===== config.mk =====
export PLATFORM = sky130hd
export DESIGN_NAME = pla_fitness_sequencer
export DESIGN_NICKNAME = d
export VERILOG_FILES = /design/src/rtl/pla_fitness_sequencer.sv
export SDC_FILE = /design/constraint.sdc
export NUM_CORES = 1
export LEC_CHECK = 0
export ABC_AREA = 1
export CORE_MARGIN = 2
export CORE_UTILIZATION = 45
export DETAILED_ROUTE_END_ITERATION = 8
export HOLD_SLACK_MARGIN = 0.12
export PLACE_DENSITY = 0.69
export RECOVER_POWER = 100
export REMOVE_ABC_BUFFERS = 1
export SLEW_MARGIN = 20
export SYNTH_ARGS = -nofsm -noshare
export SYNTH_HDL_FRONTEND = slang
export SYNTH_SLANG_ARGS = --single-unit

===== constraint.sdc =====
create_clock -name clk -period 7.5 [get_ports clk]
set_input_delay 1.875 -clock clk [delete_from_list [all_inputs] [get_ports clk]]
set_output_delay 1.875 -clock clk [all_outputs]
set_load 0.02 [all_outputs]

===== src/rtl/pla_fitness_sequencer.sv =====
// -----------------------------------------------------------------------------
// pla_fitness_sequencer
//
// Exhaustive-evaluation controller for a golden netlist and a candidate
// netlist that share one input vector bus. Every input vector is swept,
// the masked output difference is measured, and three results are kept:
// the total mismatching-bit count (saturating), the count of mismatching
// vectors, and the lowest failing vector. The sweep can stop early once
// the bit-error count exceeds a programmable budget.
//
// Two-stage pipeline:
//   stage 0 : vec drives both circuits; their XOR under the mask is
//             captured into d_q together with the vector that produced it.
//   stage 1 : the captured difference is accumulated into the results.
//
// Ports:
//   clk, rst          clock (rising edge), asynchronous active-high reset
//   start, abort      begin a new evaluation / cancel the running one
//   out_mask          per-output compare enable, latched at start
//   err_limit         early-stop bit budget (0 = disabled), latched at start
//   vec               registered vector driving both circuits
//   gold_po, cand_po  combinational outputs of the two circuits
//   busy              high while sweeping or draining
//   done              one-cycle pulse when results are final
//   limit_hit         sweep ended early on the error budget
//   err_bits          mismatching-bit total, saturates at all-ones
//   err_vecs          number of vectors with at least one mismatch
//   first_fail_vec    lowest failing vector, qualified by first_fail_valid
// -----------------------------------------------------------------------------
module pla_fitness_sequencer #(
    parameter int N_IN  = 12,
    parameter int N_OUT = 10,
    parameter int CNT_W = 32
) (
    input  logic             clk,
    input  logic             rst,
    input  logic             start,
    input  logic             abort,
    input  logic [N_OUT-1:0] out_mask,
    input  logic [CNT_W-1:0] err_limit,
    output logic [N_IN-1:0]  vec,
    input  logic [N_OUT-1:0] gold_po,
    input  logic [N_OUT-1:0] cand_po,
    output logic             busy,
    output logic             done,
    output logic             limit_hit,
    output logic [CNT_W-1:0] err_bits,
    output logic [N_IN:0]    err_vecs,
    output logic [N_IN-1:0]  first_fail_vec,
    output logic             first_fail_valid
);

    typedef enum logic [1:0] {
        S_IDLE  = 2'd0,
        S_RUN   = 2'd1,
        S_DRAIN = 2'd2,
        S_DONE  = 2'd3
    } state_t;

    localparam int PC_W = $clog2(N_OUT + 1);

    state_t           state_q;
    logic [N_OUT-1:0] mask_q;
    logic [CNT_W-1:0] limit_q;
    logic [N_IN-1:0]  vec_q;
    logic [N_OUT-1:0] d_q;
    logic [N_IN-1:0]  d_vec_q;
    logic             d_v_q;
    logic [CNT_W-1:0] err_bits_q;
    logic [N_IN:0]    err_vecs_q;
    logic [N_IN-1:0]  ffv_vec_q;
    logic             ffv_valid_q;
    logic             limit_hit_q;
    logic             busy_q;
    logic             done_q;

    // Stage-1 arithmetic: popcount of the captured difference, then a
    // saturating add into the bit counter.
    logic [PC_W-1:0]  popcnt;
    logic [CNT_W:0]   bits_sum;
    logic [CNT_W-1:0] err_bits_d;
    logic             limit_trip;

    always_comb begin
        popcnt = '0;
        for (int i = 0; i < N_OUT; i++) begin
            popcnt = popcnt + PC_W'(d_q[i]);
        end
    end

    assign bits_sum   = {1'b0, err_bits_q} + (CNT_W + 1)'(popcnt);
    assign err_bits_d = bits_sum[CNT_W] ? {CNT_W{1'b1}} : bits_sum[CNT_W-1:0];
    // Budget is compared against the post-update count of this edge.
    assign limit_trip = d_v_q && (limit_q != '0) && (err_bits_d > limit_q);

    always_ff @(posedge clk or posedge rst) begin
        if (rst) begin
            state_q     <= S_IDLE;
            mask_q      <= '0;
            limit_q     <= '0;
            vec_q       <= '0;
            d_q         <= '0;
            d_vec_q     <= '0;
            d_v_q       <= 1'b0;
            err_bits_q  <= '0;
            err_vecs_q  <= '0;
            ffv_vec_q   <= '0;
            ffv_valid_q <= 1'b0;
            limit_hit_q <= 1'b0;
            busy_q      <= 1'b0;
            done_q      <= 1'b0;
        end else begin
            done_q <= 1'b0;
            case (state_q)
                S_IDLE: begin
                    if (start && !abort) begin
                        mask_q      <= out_mask;
                        limit_q     <= err_limit;
                        vec_q       <= '0;
                        d_q         <= '0;
                        d_vec_q     <= '0;
                        d_v_q       <= 1'b0;
                        err_bits_q  <= '0;
                        err_vecs_q  <= '0;
                        ffv_vec_q   <= '0;
                        ffv_valid_q <= 1'b0;
                        limit_hit_q <= 1'b0;
                        busy_q      <= 1'b1;
                        state_q     <= S_RUN;
                    end
                end

                S_RUN, S_DRAIN: begin
                    if (abort) begin
                        // Cancel: pending sample is dropped, results frozen.
                        d_v_q   <= 1'b0;
                        busy_q  <= 1'b0;
                        state_q <= S_IDLE;
                    end else begin
                        // Stage 1: accumulate the sample captured last edge.
                        if (d_v_q) begin
                            err_bits_q <= err_bits_d;
                            if (|d_q) begin
                                err_vecs_q <= err_vecs_q + 1'b1;
                                if (!ffv_valid_q) begin
                                    ffv_vec_q   <= d_vec_q;
                                    ffv_valid_q <= 1'b1;
                                end
                            end
                        end

                        if (limit_trip) begin
                            // Early stop: the sample stage 0 would take now
                            // is discarded and vec stays where it is.
                            limit_hit_q <= 1'b1;
                            d_v_q       <= 1'b0;
                            busy_q      <= 1'b0;
                            done_q      <= 1'b1;
                            state_q     <= S_DONE;
                        end else if (state_q == S_RUN) begin
                            // Stage 0: capture the masked difference.
                            d_q     <= (gold_po ^ cand_po) & mask_q;
                            d_vec_q <= vec_q;
                            d_v_q   <= 1'b1;
                            if (vec_q == {N_IN{1'b1}}) begin
                                state_q <= S_DRAIN;
                            end else begin
                                vec_q <= vec_q + 1'b1;
                            end
                        end else begin
                            d_v_q   <= 1'b0;
                            busy_q  <= 1'b0;
                            done_q  <= 1'b1;
                            state_q <= S_DONE;
                        end
                    end
                end

                S_DONE: begin
                    state_q <= S_IDLE;
                end

                default: begin
                    state_q <= S_IDLE;
                end
            endcase
        end
    end

    assign vec              = vec_q;
    assign busy             = busy_q;
    assign done             = done_q;
    assign limit_hit        = limit_hit_q;
    assign err_bits         = err_bits_q;
    assign err_vecs         = err_vecs_q;
    assign first_fail_vec   = ffv_vec_q;
    assign first_fail_valid = ffv_valid_q;

endmodule

# After elaboration in Yosys (flattened, before gate mapping)
# Index checks and enable logic that the tools add are counted.
[totals] ramBits=0 wordCells=120 latch_bits=0 rom_bits=0 out_inout_bits=73 input_bits=66 mem_count=0 register_bits=140
[op_classes] n_mux=57 add_sub_neg=12 reduce_logical=19 mul=0 bitwise=2 shifts=0 eq_ne=15 div=0 magnitude_cmp=1
[ops] op="$mux W12" n=12
[ops] op="$mux W32" n=4
[ops] op="$pmux W12 S2" n=3
[ops] op="$pmux W32 S2" n=1
[ops] op="$mux W13" n=4
[ops] op="$mux W10" n=4
[ops] op="$add A32 B4 Y33" n=1
[ops] op="$gt A32 B32 Y1" n=1
[ops] op="$reduce_bool A32 Y1" n=1
[ops] op="$pmux W13 S2" n=1
[ops] op="$add A4 B1 Y4" n=6
[ops] op="$pmux W10 S2" n=1
[ops] op="$ne A2 B2 Y1 const B" n=9
[ops] op="$mux W1" n=17
[ops] op="$add A13 B1 Y13 const B" n=1
[ops] op="$add A12 B1 Y12 const B" n=1
[ops] op="$eq A12 B12 Y1 const B" n=1
[ops] op="$reduce_and A6 Y1" n=2
[ops] op="$and A10 B10 Y10" n=1
[ops] op="$mux W2" n=5
[ops] op="$reduce_and A5 Y1" n=2
[ops] op="$reduce_or A10 Y1" n=1
[ops] op="$xor A10 B10 Y10" n=1
[ops] op="$pmux W1 S2" n=4
[ops] op="other kinds (16)" n=22

# Logic depth before layout (Yosys ltp)
[depth] word_depth=16 ltp_mapped=36 ltp_nobuf=34

# Worst setup path before layout
# Ideal clock, no wire load.
[synth_timing] path_kind="register -> register" start="reg err_bits_q[0], in the netlist err_bits[0]" end="reg vec_q[8], in the netlist vec[8]" synth_period_minus_slack_ns=5.141 path_buffers=2 path_slack_ns=2.359 path_stages_with_launch=35 t_required_ns=7.382 arrival_time_ns=5.023 setup_ns=0.118 path_cell_list="dfrtp_1 > fa_1 > inv_1 > fa_1 > fa_1 > fa_1 > inv_1 > fa_1 > nand3_1 > nand2_1 > nand2_2 > nor2_4 > inv_2 > nor2_2 > nand2_1 > nor2_2 > inv_2 > buf_6 > nand3_2 > ha_1 > nand2_1 > inv_1 > nand2_1 > nand2_1 > nand2_1 > nand3_1 > a21oi_1 > nand2_1 > nand2_1 > nand2_1 > o21ai_2 > nand2_4 > buf_8 > nand2_1 > nand2_1"
[synth_via] elab_chain_cells=6
[synth_rtl] element="start: declaration" line_no="69" source="logic [CNT_W-1:0] err_bits_q;"
[synth_rtl] element="start signal: assignment" line_no="142" source="err_bits_q <= err_bits_d;"
[synth_rtl] element="$add A32 B4 Y33" line_no="91" source="assign bits_sum = {1'b0, err_bits_q} + (CNT_W + 1)'(popcnt);"
[synth_rtl] element="$mux W32" line_no="92" source="assign err_bits_d = bits_sum[CNT_W] ? {CNT_W{1'b1}} : bits_sum[CNT_W-1:0];"
[synth_rtl] element="$gt A32 B32 Y1" line_no="94" source="assign limit_trip = d_v_q && (limit_q != '0) && (err_bits_d > limit_q);"
[synth_rtl] element="$logic_and A1 B1 Y1" line_no="94"
[synth_rtl] element="$ne A2 B2 Y1 (no line)"
[synth_rtl] element="$reduce_and A6 Y1 (no line)"
[synth_rtl] element="end signal: assignment" line_no="168" source="vec_q <= vec_q + 1'b1;"
[synth_rtl] element="end: declaration" line_no="65" source="logic [N_IN-1:0] vec_q;"
# No other way between the ends.
# A chain may end at the register's enable or synchronous reset.

# Worst setup path after layout
[layout_timing] start="reg err_bits_q[0], in the netlist err_bits[0]" end="reg d_vec_q[7]"
[layout_via] elab_chain_cells=6
[layout_rtl] element="$add A32 B4 Y33" line_no="91"
[layout_rtl] element="$mux W32" line_no="92"
[layout_rtl] element="$gt A32 B32 Y1" line_no="94"
[layout_rtl] element="$logic_and A1 B1 Y1" line_no="94"
[layout_rtl] element="$ne A2 B2 Y1 (no line)"
[layout_rtl] element="$reduce_and A5 Y1 (no line)"
[layout_rtl] element="end signal: assignment" line_no="163" source="d_vec_q <= vec_q;"
[layout_rtl] element="end: declaration" line_no="67" source="logic [N_IN-1:0] d_vec_q;"
# No other way between the ends.

==> key figures <==
Outcome
  – Outcome: finished with violations
  – Failing checks: design-rule violations, max-capacitance violations, max-slew violations

Yosys
  – Async set-or-reset flop fraction in the synthesized netlist: 1.00
  – Leading cell type by number of instances after synthesis: sky130_fd_sc_hd__nand2_1
  – Mapped cell area: approximately 8300 µm²
  – Synthesized instance count: 1,056
  – Count of cell types in the netlist: 50
  – Count of flip-flops with a built-in enable after synthesis: 0
  – Top post-synthesis cells by count: sky130_fd_sc_hd__nand2_1 (265), sky130_fd_sc_hd__dfrtp_1 (140), sky130_fd_sc_hd__inv_1 (115)
  – Cells taking the most area after synthesis: sky130_fd_sc_hd__dfrtp_1 (42%), sky130_fd_sc_hd__nand2_1 (12%), sky130_fd_sc_hd__ha_1 (6.5%), sky130_fd_sc_hd__inv_1 (5.2%), sky130_fd_sc_hd__nor2_1 (4.5%)
  – Top flip-flop cell by instance count after synthesis: sky130_fd_sc_hd__dfrtp_1
  – Sequential-to-total area share from yosys stat: 0.420
  – Mapped Avg Cell Area: about 8 µm²
  – Library cell with the largest summed area after synthesis: sky130_fd_sc_hd__dfrtp_1
  – Number of storage elements in the synthesis netlist: between 100 and 150
  – Area share of the largest cell type after synthesis: 0.420
  – Total of warnings raised by yosys: 0

Worst hold path
  – Path class of the lowest-slack min-delay path: register to register
  – Count of cells along the worst hold path: 2
  – Critical hold path startpoint: d_vec_q[1]$_DFFE_PP0P_
  – Terminating pin of the worst hold path: d_vec_q[1]$_DFFE_PP0P_

Final layout
  – Net count reported at finish: about 1,300
  – Area occupied by multi-input gates: about 4200 µm²
  – Filler cell count: 1,686
  – Register area: between 3000 and 4000 µm²
  – Diodes inserted: 0
  – Layout overhead on the synthesized area: 25.9%
  – Fraction of final layout cells sized beyond drive strength 1: 0.0774

Worst setup path
  – Depth of the worst register-to-register path: 31
  – Crit-path slowest cell: sky130_fd_sc_hd__nor3_2
  – Largest fanout on the critical path: 26
  – Kind of capture point of the worst setup path: register
  – Gate family responsible for the most delay along the worst path: simple AND/OR/NAND/NOR gates
  – Data arrival at the endpoint of the critical path: around 6900 ps
  – Slowest stage delay, CP: about 570 ps
  – Beginning of the worst register-to-register path: err_bits[0]$_DFFE_PP0P_
  – Critical path's most frequent cell: sky130_fd_sc_hd__nand2_1
  – Crit start category: register
  – Category of the critical setup timing path: register to register
  – Required time of the critical path: 7860 ps
  – Crit path launch: err_bits[0]$_DFFE_PP0P_
  – Buf/Inv on CP: 4
  – Worst setup slack for register-to-register paths: 960 ps
  – Capturing point of the worst reg2reg path: d_vec_q[7]$_DFFE_PP0P_

Timing
  – Clock tree skew after final layout: about 10 ps
  – Period Utilization, post-route: 0.872
  – Finish-stage setup viols: 0
  – Hold Vio Cnt, Final: 0
  – Number of max-slew violations in the final report: approximately 200
  – Setup repair after global routing missed its margin: false
  – Worst Max-Slew Pin Slew: around 3700 ps
  – Relative max-transition margin: -1.50
  – Maximum clock rate: 153 MHz
  – Final critical delay including setup and external delays: approximately 6500 ps
  – Post-Route Setup TNS: 0 ps

Floorplan
  – Row cnt: 49
  – Area enclosed by the die boundary: between 15,000 and 20,000 µm²
  – Vertical die dimension: ~140 µm
  – Die X-Extent: 140 µm
  – Starting Density: 0.461
  – Core footprint: 18,100 µm²
  – Io pins: 139

Global route
  – Combined global-route utilization of all metal layers: 0.232
  – Aggregate global routing overflow: 0
  – Vias in the first global route: about 7,300
  – Pin count of the biggest net entering global routing: a little under 100
  – Antenna violations before repair: 0
  – Wire length of the first global-routing pass: approximately 37 mm

Clock network
  – Worst-path clk slew: 60 ps
  – Number of H-tree levels: 4
  – Resize count post-CTS: 0
  – Number of buffers created by CTS: 17
  – Post-CTS Repair Setup Buffers: 0
  – CTS max path bufs: 2
  – Source-to-sink clock delay at the later pin of the worst-skew pair: between 400 and 500 ps
  – CTS hold repair buffers: 0
  – Clock tree sinks: 140
  – Clock tree from TritonCTS: done
  – Clock root buffer: sky130_fd_sc_hd__clkbuf_16

Power and ir drop
  – Worst VDD drop: ~0.24 mV
  – Power density over the cells: roughly 350 nW/µm²
  – Overall power after layout: approximately 0.0037 W
  – Leak pwr: 5.27 nW

Routing
  – Number of nets still failing antenna checks after routing: 0
  – Wirelength, routed: about 22 mm
  – Number of vias per cell: between 5 and 6
  – Iter 0 DRT Violations: between 500 and 600
  – Post-detailed-route DRC marker count: 6
  – First drt pass iteration count: 9
  – Vias: approximately 7,500
  – Per-cell routed wire length: 15.4 µm

Run
  – Max-cap violations: 3

Placed design
  – Routability congestion estimate from global placement: around 0.92
  – DPL Wire Length: ~16 mm
  – Port Buffer Count: around 140
logic make-up (layout without fill, tap and decap cells):
family	Yosys count	in the layout	synth area share
xor+xnor	11	11	0.0116
mux	11	11	0.0149
compound gates	161	161	0.111
buf+inv	151	296	0.0741
fa+ha+maj	50	50	0.0813
simple gates	532	532	0.287
flops	140	140	0.420
power breakdown:
| part | internal, W | switching [W] | total, W |
|---|---|---|---|
| logic | 0.000566 | 0.00110 | 0.00167 |
| clock network | 0.000574 | 0.000348 | 0.000921 |
| registers | 0.000962 | 0.000120 | 0.00108 |
| total | 0.00210 | 0.00157 | 0.00367 |
sequential cells by signal, indices dropped and copies added (netlist names):
register          flops
limit_hit             1
err_bits             32
mask_q               10
d_vec_q              12
d_q                  10
state_q               2
busy                  1
vec                  12
first_fail_vec       12
err_vecs             13
first_fail_valid      1
d_v_q                 1
done                  1
limit_q              32
per-stage QoR:
| step | setup slack, ps | instance area, µm² | hold WS, ps | std cells | utilization |
|---|---|---|---|---|---|
| 2_1_floorplan | 1870 | 8180 | 450 | 1027 | - |
| 3_3_place_gp | 1430 | 9900 | 470 | 1398 | 0.547 |
| 3_5_place_dp | 1260 | 9900 | 477 | 1398 | 0.547 |
| 4_1_cts | 1250 | 10500 | 493 | 1430 | 0.583 |
| 5_1_grt | 394 | 10500 | 520 | 1430 | 0.580 |
| 6_report | 960 | 10500 | 489 | 1430 | 0.580 |
cells in the final DEF (no fill, tap or decap), types with 2 or more instances in the layout:
| master | count |
|---|---|
| sky130_fd_sc_hd__clkbuf_1 | 2 |
| sky130_fd_sc_hd__bufinv_16 | 4 |
| sky130_fd_sc_hd__a22o_1 | 5 |
| sky130_fd_sc_hd__inv_6 | 5 |
| sky130_fd_sc_hd__o32ai_1 | 2 |
| sky130_fd_sc_hd__clkinv_4 | 2 |
| sky130_fd_sc_hd__or2_2 | 7 |
| sky130_fd_sc_hd__nand3_2 | 14 |
| sky130_fd_sc_hd__o21ai_1 | 2 |
| sky130_fd_sc_hd__o22ai_1 | 5 |
| sky130_fd_sc_hd__inv_2 | 2 |
| sky130_fd_sc_hd__nor3_1 | 22 |
| sky130_fd_sc_hd__nor2_1 | 103 |
| sky130_fd_sc_hd__nand3b_1 | 3 |
| sky130_fd_sc_hd__o21ai_2 | 2 |
| sky130_fd_sc_hd__o211ai_1 | 10 |
| sky130_fd_sc_hd__clkbuf_16 | 17 |
| sky130_fd_sc_hd__nor3b_1 | 2 |
| sky130_fd_sc_hd__mux2_2 | 11 |
| sky130_fd_sc_hd__ha_1 | 43 |
| sky130_fd_sc_hd__nand3_1 | 68 |
| sky130_fd_sc_hd__dlygate4sd3_1 | 75 |
| sky130_fd_sc_hd__dfrtp_1 | 140 |
| sky130_fd_sc_hd__a21oi_1 | 71 |
| sky130_fd_sc_hd__a21o_1 | 2 |
| sky130_fd_sc_hd__xor2_1 | 8 |
| sky130_fd_sc_hd__nand2_1 | 266 |
| sky130_fd_sc_hd__inv_1 | 119 |
| sky130_fd_sc_hd__nor4_1 | 8 |
| sky130_fd_sc_hd__fa_1 | 7 |
| sky130_fd_sc_hd__nand2_2 | 8 |
| sky130_fd_sc_hd__nand4_1 | 16 |
| sky130_fd_sc_hd__clkdlybuf4s50_1 | 63 |
| sky130_fd_sc_hd__xnor2_1 | 3 |
| sky130_fd_sc_hd__nor2_2 | 7 |
| sky130_fd_sc_hd__o21ai_0 | 55 |
tightest hold or removal path, stage by stage (launching register included):
cell	delay (ps)
sky130_fd_sc_hd__dfrtp_1	350
sky130_fd_sc_hd__nand2_1	60
sky130_fd_sc_hd__nand2_1	50
metal layers:
layer	GRT usage	wire (µm)	vias to the layer above
met1	0.337	10900	3587
met4	0.0579	255	0
met5	0	0	-
met2	0.363	9970	186
li1	-	-	3733
met3	0.0424	950	19
worst max-delay path by stage:
stage	slack (ps)	endpoint	cells past startpoint
3_3_place_gp	1430	d_vec_q[1]$_DFFE_PP0P_	28
4_1_cts	1250	d_vec_q[7]$_DFFE_PP0P_	28
2_1_floorplan	1870	busy$_DFFE_PP0P_	1
3_5_place_dp	1260	d_vec_q[7]$_DFFE_PP0P_	28
5_1_grt	390	d_vec_q[5]$_DFFE_PP0P_	31
6_report	960	d_vec_q[7]$_DFFE_PP0P_	31
cell type report:
| class | instances | share of cell area |
|---|---|---|
| tap | 229 | 0.0273 |
| timing repair buffer | 142 | 0.133 |
| multi-input combinational | 765 | 0.401 |
| clock inverter | 14 | 0.0195 |
| inverter | 122 | 0.0436 |
| clock buffer | 18 | 0.0418 |
| sequential | 140 | 0.334 |
Note: power is estimated with default switching activity, not from simulation.
